### src/rtl/pattern_step_gen.sv
// pattern_step_gen: slow-clock and step-enable generator for the
// segment-chase pattern FSM. Two debounced push buttons adjust the speed
// level, a synchronised slide switch pauses the animation.
// Optional build macro: SPEED_WRAP_EN (LEVEL wraps at both ends instead of
// saturating).
module pattern_step_gen #(
  parameter int HALF_BASE   = 2**23,
  parameter int NUM_LEVELS  = 4,
  parameter int RESET_LEVEL = 0,
  parameter int DEBOUNCE    = 1000000
) (
  input  logic       CLK,
  input  logic       RST,
  input  logic       BTN_UP,
  input  logic       BTN_DN,
  input  logic       PAUSE,
  output logic       SLOW_CLK,
  output logic       STEP,
  output logic [2:0] LEVEL
);

  localparam int CNT_W = (HALF_BASE > 1) ? $clog2(HALF_BASE) : 1;
  localparam int DB_W  = (DEBOUNCE > 1) ? $clog2(DEBOUNCE) : 1;

  localparam logic [2:0]      MAX_LVL = 3'(NUM_LEVELS - 1);
  localparam logic [2:0]      RST_LVL = 3'(RESET_LEVEL);
  localparam logic [DB_W-1:0] DB_LAST = DB_W'(DEBOUNCE - 1);

  // Index 0 = UP button, 1 = DOWN button, 2 = PAUSE switch.
  logic [2:0]       r_sync1;
  logic [2:0]       r_sync2;

  logic [DB_W-1:0]  r_db_cnt [2];
  logic [1:0]       r_db_state;
  logic [1:0]       r_press;

  logic [2:0]       r_level;
  logic [2:0]       w_level_nxt;

  logic [CNT_W-1:0] r_cnt;
  logic             r_slow;
  logic             r_step;
  logic [31:0]      w_half_m1;
  logic             w_wrap;
  logic             w_pause;

  // Two-flop synchronisers for the raw asynchronous inputs.
  always_ff @(posedge CLK) begin
    if (RST) begin
      r_sync1 <= '0;
      r_sync2 <= '0;
    end else begin
      r_sync1 <= {PAUSE, BTN_DN, BTN_UP};
      r_sync2 <= r_sync1;
    end
  end

  // Per-button debouncer; a press event is a one-cycle pulse registered in
  // the same cycle the stable state goes 0->1.
  always_ff @(posedge CLK) begin
    if (RST) begin
      for (int i = 0; i < 2; i++) begin
        r_db_cnt[i] <= '0;
      end
      r_db_state <= '0;
      r_press    <= '0;
    end else begin
      for (int i = 0; i < 2; i++) begin
        r_press[i] <= 1'b0;
        if (r_sync2[i] == r_db_state[i]) begin
          r_db_cnt[i] <= '0;
        end else if (r_db_cnt[i] == DB_LAST) begin
          r_db_state[i] <= r_sync2[i];
          r_db_cnt[i]   <= '0;
          r_press[i]    <= r_sync2[i];
        end else begin
          r_db_cnt[i] <= r_db_cnt[i] + DB_W'(1);
        end
      end
    end
  end

  // Next speed level from the press events; simultaneous up and down cancel.
  always_comb begin
    w_level_nxt = r_level;
    case (r_press)
      2'b01: begin
`ifdef SPEED_WRAP_EN
        w_level_nxt = (r_level == MAX_LVL) ? 3'd0 : r_level + 3'd1;
`else
        if (r_level != MAX_LVL) w_level_nxt = r_level + 3'd1;
`endif
      end
      2'b10: begin
`ifdef SPEED_WRAP_EN
        w_level_nxt = (r_level == 3'd0) ? MAX_LVL : r_level - 3'd1;
`else
        if (r_level != 3'd0) w_level_nxt = r_level - 3'd1;
`endif
      end
      default: w_level_nxt = r_level;
    endcase
  end

  // Speed level register; updates even while paused.
  always_ff @(posedge CLK) begin
    if (RST) begin
      r_level <= RST_LVL;
    end else begin
      r_level <= w_level_nxt;
    end
  end

  // Terminal count uses >= so a speed increase mid-period ends the current
  // half-period on the next cycle instead of running to counter wrap.
  assign w_pause   = r_sync2[2];
  assign w_half_m1 = (32'(HALF_BASE) >> r_level) - 32'd1;
  assign w_wrap    = (32'(r_cnt) >= w_half_m1);

  // Prescaler: toggles SLOW_CLK each half-period, STEP marks the rising edge.
  always_ff @(posedge CLK) begin
    if (RST) begin
      r_cnt  <= '0;
      r_slow <= 1'b0;
      r_step <= 1'b0;
    end else begin
      r_step <= 1'b0;
      if (!w_pause) begin
        if (w_wrap) begin
          r_cnt  <= '0;
          r_slow <= ~r_slow;
          r_step <= ~r_slow;
        end else begin
          r_cnt <= r_cnt + CNT_W'(1);
        end
      end
    end
  end

  assign SLOW_CLK = r_slow;
  assign STEP     = r_step;
  assign LEVEL    = r_level;

endmodule

### config.mk
export PLATFORM = sky130hd
export DESIGN_NAME = pattern_step_gen
export DESIGN_NICKNAME = d
export VERILOG_FILES = /design/src/rtl/pattern_step_gen.sv
export SDC_FILE = /design/constraint.sdc
export NUM_CORES = 1
export LEC_CHECK = 0
export ABC_CLOCK_PERIOD_IN_PS = 5390
export BUFFER_PORTS_ARGS = -buffer_cell sky130_fd_sc_hd__buf_2
export CELL_PAD_IN_SITES_DETAIL_PLACEMENT = 0
export CELL_PAD_IN_SITES_GLOBAL_PLACEMENT = 2
export CORE_UTILIZATION = 25
export CTS_BUF_LIST = sky130_fd_sc_hd__clkbuf_8 sky130_fd_sc_hd__clkbuf_16
export CTS_CLUSTER_DIAMETER = 80
export DETAILED_ROUTE_END_ITERATION = 8
export GPL_ROUTABILITY_DRIVEN = 0
export PLACE_DENSITY = 0.53
export SKIP_CTS_REPAIR_TIMING = 1
export SLEW_MARGIN = 40
export SYNTH_ARGS = -nofsm -noshare
export SYNTH_HDL_FRONTEND = slang
export SYNTH_SLANG_ARGS = --single-unit
### constraint.sdc
create_clock -name CLK -period 5.39 [get_ports CLK]
set_input_delay 0.2695 -clock CLK [delete_from_list [all_inputs] [get_ports CLK]]
set_output_delay 0.2695 -clock CLK [all_outputs]
set_load 0.005 [all_outputs]
Yosys cells after proc, flatten, opt, wreduce, memory -nomap -nowiden
Memories as Yosys holds them, arrays and structs flattened.
Index checks and enable logic that the tools add are counted.
{"block": "word_totals", "wordCells": 84, "mem_count": 1, "mem_bits_rw": 40, "mem_bits_ro": 0, "output_inout_bits": 5, "reg_bits": 38, "in_bits": 5, "latch_bits": 0}
{"block": "classes", "shifts": 1, "n_addsub": 6, "n_eq_ne": 9, "n_bitwise": 13, "n_mul": 0, "order_cmp": 1, "n_div": 0, "n_mux": 34, "reduce_logical": 9}
{"memory": "r_db_cnt", "words": 2, "word_bits": 20, "read_ports": 2, "rd_ports_with_merged_regs": 0, "write_ports": 2, "line_no": "33", "source": "logic [DB_W-1:0] r_db_cnt [2];"}
{"operator": "20-bit two-way mux", "n": 6}
{"operator": "20-bit by 1-bit adder with 20-bit output (second input constant)", "n": 2}
{"operator": "20-bit equality test (second input constant)", "n": 2}
{"operator": "23-bit by 32-bit greater-or-equal comparator with 1-bit output", "n": 1}
{"operator": "24-bit by 3-bit >> shifter with 32-bit output (first input constant)", "n": 1}
{"operator": "32-bit by 1-bit subtractor with 32-bit output (second input constant)", "n": 1}
{"operator": "1-bit two-way mux", "n": 24}
{"operator": "23-bit by 1-bit adder with 23-bit output (second input constant)", "n": 1}
{"operator": "23-bit two-way mux", "n": 1}
{"operator": "3-bit OR reduction", "n": 3}
{"operator": "1-bit inverter", "n": 7}
{"operator": "3-bit two-way mux", "n": 2}
{"operator": "1-bit OR", "n": 6}
{"operator": "3-bit case mux with 2 select lines", "n": 1}
{"operator": "2-bit AND reduction", "n": 3}
{"operator": "2-bit inequality test (second input constant)", "n": 2}
{"operator": "3-bit by 1-bit adder with 3-bit output (second input constant)", "n": 1}
{"operator": "3-bit by 2-bit inequality test with 1-bit output (second input constant)", "n": 1}
{"operator": "3-bit AND reduction", "n": 1}
{"operator": "3-bit nonzero test", "n": 1}
{"operator": "3-bit by 1-bit subtractor with 3-bit output (second input constant)", "n": 1}
{"operator": "1-bit equality test", "n": 2}
{"operator": "2-bit by 1-bit equality test with 1-bit output (second input constant)", "n": 1}
{"operator": "2-bit equality test (second input constant)", "n": 1}
{"operator": "2-bit nonzero test", "n": 1}

Logic depth before layout (Yosys ltp)
{"block": "logic_depth", "depth_word": 7, "depth_mapped": 15, "ltp_nobuf": 12}

Worst setup path after synthesis
Ideal clock, no wire load.
{"block": "synth_path", "path_type": "reg2reg", "start": "reg r_level[2], in the netlist LEVEL[2]", "end": "reg r_slow, in the netlist SLOW_CLK", "path_slack_ps": 2401, "path_stages_with_launch": 14, "t_arrival_ps": 2866, "t_required_ps": 5267, "path_buffers": 2, "period_less_slack_ps": 2989, "setup_ps": 123, "cell_sequence": "dfxtp_1 clkbuf_1 nand3_1 ha_1 clkbuf_1 nand2b_1 o21ai_0 a32oi_1 ha_1 nand4_1 nor3_1 nand3_2 a211oi_4 mux2_1"}
{"block": "synth_via", "elab_chain_cells": 4}
{"element": "start: declaration", "line_no": "37", "source": "logic [2:0] r_level;"}
{"element": "start signal: assignment", "line_no": "110", "source": "r_level <= w_level_nxt;"}
{"element": "24-bit by 3-bit >> shifter with 32-bit output", "line_no": "117", "source": "assign w_half_m1 = (32'(HALF_BASE) >> r_level) - 32'd1;"}
{"element": "32-bit by 1-bit subtractor with 32-bit output", "line_no": "117"}
{"element": "23-bit by 32-bit greater-or-equal comparator with 1-bit output", "line_no": "118", "source": "assign w_wrap = (32'(r_cnt) >= w_half_m1);"}
{"element": "2-bit AND reduction (no source line)"}
{"element": "end signal: assignment", "line_no": "131", "source": "r_slow <= ~r_slow;"}
{"element": "end: declaration", "line_no": "41", "source": "logic r_slow;"}
No other way between the ends.
A chain may end at the register's enable or synchronous reset.

Worst setup path in the final report
{"block": "layout_path", "start": "reg r_level[2], in the netlist LEVEL[2]", "end": "reg r_cnt[5]"}
{"block": "layout_via", "elab_chain_cells": 4}
{"element": "24-bit by 3-bit >> shifter with 32-bit output", "line_no": "117"}
{"element": "32-bit by 1-bit subtractor with 32-bit output", "line_no": "117"}
{"element": "23-bit by 32-bit greater-or-equal comparator with 1-bit output", "line_no": "118"}
{"element": "23-bit two-way mux", "line_no": "129", "source": "if (w_wrap) begin"}
{"element": "end signal: assignment", "line_no": "134", "source": "r_cnt <= r_cnt + CNT_W'(1);"}
{"element": "end: declaration", "line_no": "40", "source": "logic [CNT_W-1:0] r_cnt;"}
No other way between the ends.

==> results.tsv <==
stage	metric	value	unit
run_status	status	complete, no violations	
hold_path	Hold Path Stages	2	
floorplanning	Ports	10	
timing	Max Fclk	284	MHz
cells_and_area	FF+latch area	0.00196	mm^2
timing	final number of setup-violating endpoints	0	
worst_setup_path	Max FO, Critical Path	15	
timing	RSZ-0062 raised after global routing	no	
timing	crit share post-route	65.3	%
floorplanning	core area	0.0159	mm^2
clocking	CTS Buf Count	9	
global_route	largest net degree at the start of global routing	42	
floorplanning	Die Wd	130	um
synthesis	sequential share of the synthesized area	47.8	%
synthesis	Post-synth EDFFs	40	
placed_design	placed insts	672	
timing	clock period minus worst slack	3.52	ns
cells_and_area	footprint of the multi-input gates	0.00215	mm^2
worst_setup_path	CP endpoint kind	flop	
power	worst vdd ir	0.000137	V
floorplanning	row count	46	
synthesis	Post-Syn Instances	423	
floorplanning	die area	0.0169	mm^2
global_route	GRT Overall Usage	11.6	%
route	Post-DRT Antenna Nets	0	
timing	setup TNS	0	ns
synthesis	syn avg cell area	9.69	um^2
worst_setup_path	Setup CP Type	flop to flop	
worst_setup_path	slowest CP cell	a211oi_4	
route	DRC Markers	0	
worst_setup_path	CP required	5.60	ns
timing	slew margin rel.	50.8	%
global_route	first-pass GRT wire length	15000	um
worst_setup_path	CP startpoint kind	flop	
synthesis	Syn. warnings	0	
worst_setup_path	worst r2r src	LEVEL[2]	
clocking	H-tree levels	3	
worst_setup_path	Worst Path Arrival	3.73	ns
clocking	clock sinks	78	
worst_setup_path	CP Cell Sequence	nand3_1 > ha_1 > nand2b_1 > a21oi_1 > a31oi_1 > ha_1 > nand4_1 > nor3_1 > nand3_2 > a211oi_4 > buf_4 > nor3_1	
cells_and_area	final design utilization	30.3	%
synthesis	most common cell in the netlist	nor2_1	
cells_and_area	# nets final	487	
placed_design	PortBufs	9	
timing	final hold viol count	0	
floorplanning	die height	130	um
clocking	clock root buffer	clkbuf_16	
worst_setup_path	worst reg2reg setup slack	1.87	ns
worst_setup_path	Crit path largest cell delay	0.69	ns
clocking	clock-pin transition on the worst setup and hold timing paths	0.06	ns
synthesis	post-synthesis cell area	0.00410	mm^2
clocking	CTS tree	yes	
cells_and_area	# fillers	1721	
worst_setup_path	Crit Reg-Reg Endpoint	r_cnt[5]	
job	max-cap viol count	0	
timing	Max Slew Vio Count	0	
synthesis	Synth async-reset ratio	0	%
synthesis	ranking of synthesized cells by area	edfxtp_1 29%, dfxtp_1 19%, xnor2_1 7.3%, nor2_1 5.7%, xor2_1 5.6%	
clocking	worst skew pair latency	0.34	ns
global_route	GRT overflow	0	
global_route	initial antenna violation count	0	
route	via/cell ratio	4.27	
clocking	Clock Path Buffers	2	
timing	actual slew at the worst max-slew pin	0.735	ns
route	TritonRoute pass-1 iters	4	
global_route	vias in the first global route	2939	
synthesis	cell taking the most area after synthesis	edfxtp_1	
floorplanning	Initial Utilization	25.7	%
hold_path	worst hold endpoint	r_sync1[2]	
synthesis	Top FF cell, synth	edfxtp_1	
route	DR vias	2941	
synthesis	Synth cell types	45	
placed_design	DP HPWL	5960	um
synthesis	#FFs+latches synth	78	
route	drt wl/cell	12.5	um
power	Tot Pwr	0.00136	W
route	WL final	8620	um
hold_path	hold_sp	PAUSE	
timing	Clock Skew	0.00546	ns
power	Lkg Pwr	1.69	nW
cells_and_area	Post-Layout Cell Count	688	
cells_and_area	layout cells sized above 1	7.42	%
synthesis	top-area cell type share of the netlist area	29.3	%
worst_setup_path	Reg2Reg Depth	12	
hold_path	worst min path class	primary input to flop	
synthesis	Post-synth top cells	62 x nor2_1, 40 x edfxtp_1, 38 x dfxtp_1	
cells_and_area	Antenna diodes	0	
route	drt first-iter violations	124	
cells_and_area	Layout area overhead	17.9	%
power	power density over cell area	282	mW/mm^2
area by class of cell:
cell class / instances / share of cell area (%)
multi-input combinational: 352 / 44.5
sequential: 78 / 40.6
clock buffer: 13 / 6.50
tap: 216 / 5.59
inverter: 16 / 1.24
timing repair buffer: 10 / 1.14
clock inverter: 3 / 0.388
routing by layer:
| metal | global-route usage, % | vias to the layer above | wire (um) |
|---|---|---|---|
| li1 | - | 1544 | - |
| met1 | 16.5 | 1366 | 4660 |
| met2 | 16.4 | 19 | 3580 |
| met3 | 2.09 | 12 | 158 |
| met4 | 6.77 | 0 | 222 |
| met5 | 0 | - | 0 |
how the worst max path moves through the flow:
stage               endpoint     start  cells past startpoint
floorplan           SLOW_CLK  LEVEL[2]                     13
global placement    r_cnt[3]  LEVEL[2]                     12
detailed placement  r_cnt[4]  LEVEL[2]                     12
CTS                 r_cnt[4]  LEVEL[2]                     12
global route        r_cnt[5]  LEVEL[2]                     12
finish              r_cnt[5]  LEVEL[2]                     12
per-stage QoR:
step / worst slack, ns / hold WS [ns] / area [um^2]
after global routing: 1.47 / 0.159 / 4830
after CTS: 1.79 / 0.130 / 4830
final: 1.87 / 0.141 / 4830
after floorplan: 2.40 / 0.398 / 4250
after global placement: 2.01 / 0.427 / 4500
after detailed placement: 1.82 / 0.426 / 4500
sequential cells by signal, indices dropped and copies added (netlist names):
| signal | cells |
|---|---|
| r_cnt | 23 |
| r_db_state | 2 |
| r_db_cnt | 40 |
| LEVEL | 3 |
| STEP | 1 |
| r_sync2 | 3 |
| SLOW_CLK | 1 |
| r_press | 2 |
| r_sync1 | 3 |
worst max-delay path, delay by kind of cell (launching register included):
kind	cells	cell delay [ns]
AND/OR/NAND/NOR	6	1.01
AO/OA/AOI/OAI	3	0.88
adder cells (fa/ha/maj)	2	0.63
flip-flops	1	0.57
buffers and inverters	1	0.29
logic make-up after synthesis:
logic type                 share of synthesized area (%)
and+or+nand+nor                                     26.4
DFF                                                 47.8
xor gates and xnor gates                            12.8
buffers and inverters                               3.23
AOI/OAI and AO/OA                                   4.09
adders and majority gates                           4.76
muxes                                              0.763
other                                             0.0915
where the power goes:
| group | switching, W | total, W | internal (W) |
|---|---|---|---|
| combinational | 0.0000227 | 0.0000396 | 0.0000169 |
| clock | 0.000256 | 0.000665 | 0.000408 |
| sequential | 0.0000191 | 0.000660 | 0.000641 |
cell usage in the layout, fill, tap and decap left out, types with 2 or more instances in the layout:
| cell | synthesis | routed |
|---|---|---|
| o21ai_0 | 6 | 6 |
| conb_1 | 1 | 40 |
| nand3_1 | 28 | 28 |
| inv_1 | 16 | 16 |
| and4_1 | 6 | 6 |
| buf_4 | 2 | 2 |
| nand4b_1 | 2 | 2 |
| clkbuf_16 | 0 | 12 |
| nor3_1 | 33 | 33 |
| buf_2 | 4 | 8 |
| and4_4 | 2 | 2 |
| clkinv_2 | 0 | 2 |
| and2_1 | 4 | 4 |
| nor2_1 | 62 | 62 |
| xor2_1 | 26 | 26 |
| nor4_1 | 8 | 8 |
| xnor2_1 | 34 | 34 |
| ha_1 | 14 | 14 |
| mux2i_1 | 2 | 2 |
| nand4_1 | 13 | 13 |
| or2_2 | 2 | 2 |
| or3_1 | 2 | 2 |
| nand2_1 | 19 | 19 |
| and3_1 | 12 | 12 |
| o22ai_1 | 3 | 3 |
| a211oi_1 | 3 | 3 |
| a21oi_1 | 6 | 6 |
| dfxtp_1 | 38 | 38 |
| edfxtp_1 | 40 | 40 |
| nor2b_1 | 10 | 10 |
(Power assumes the default switching activity.)
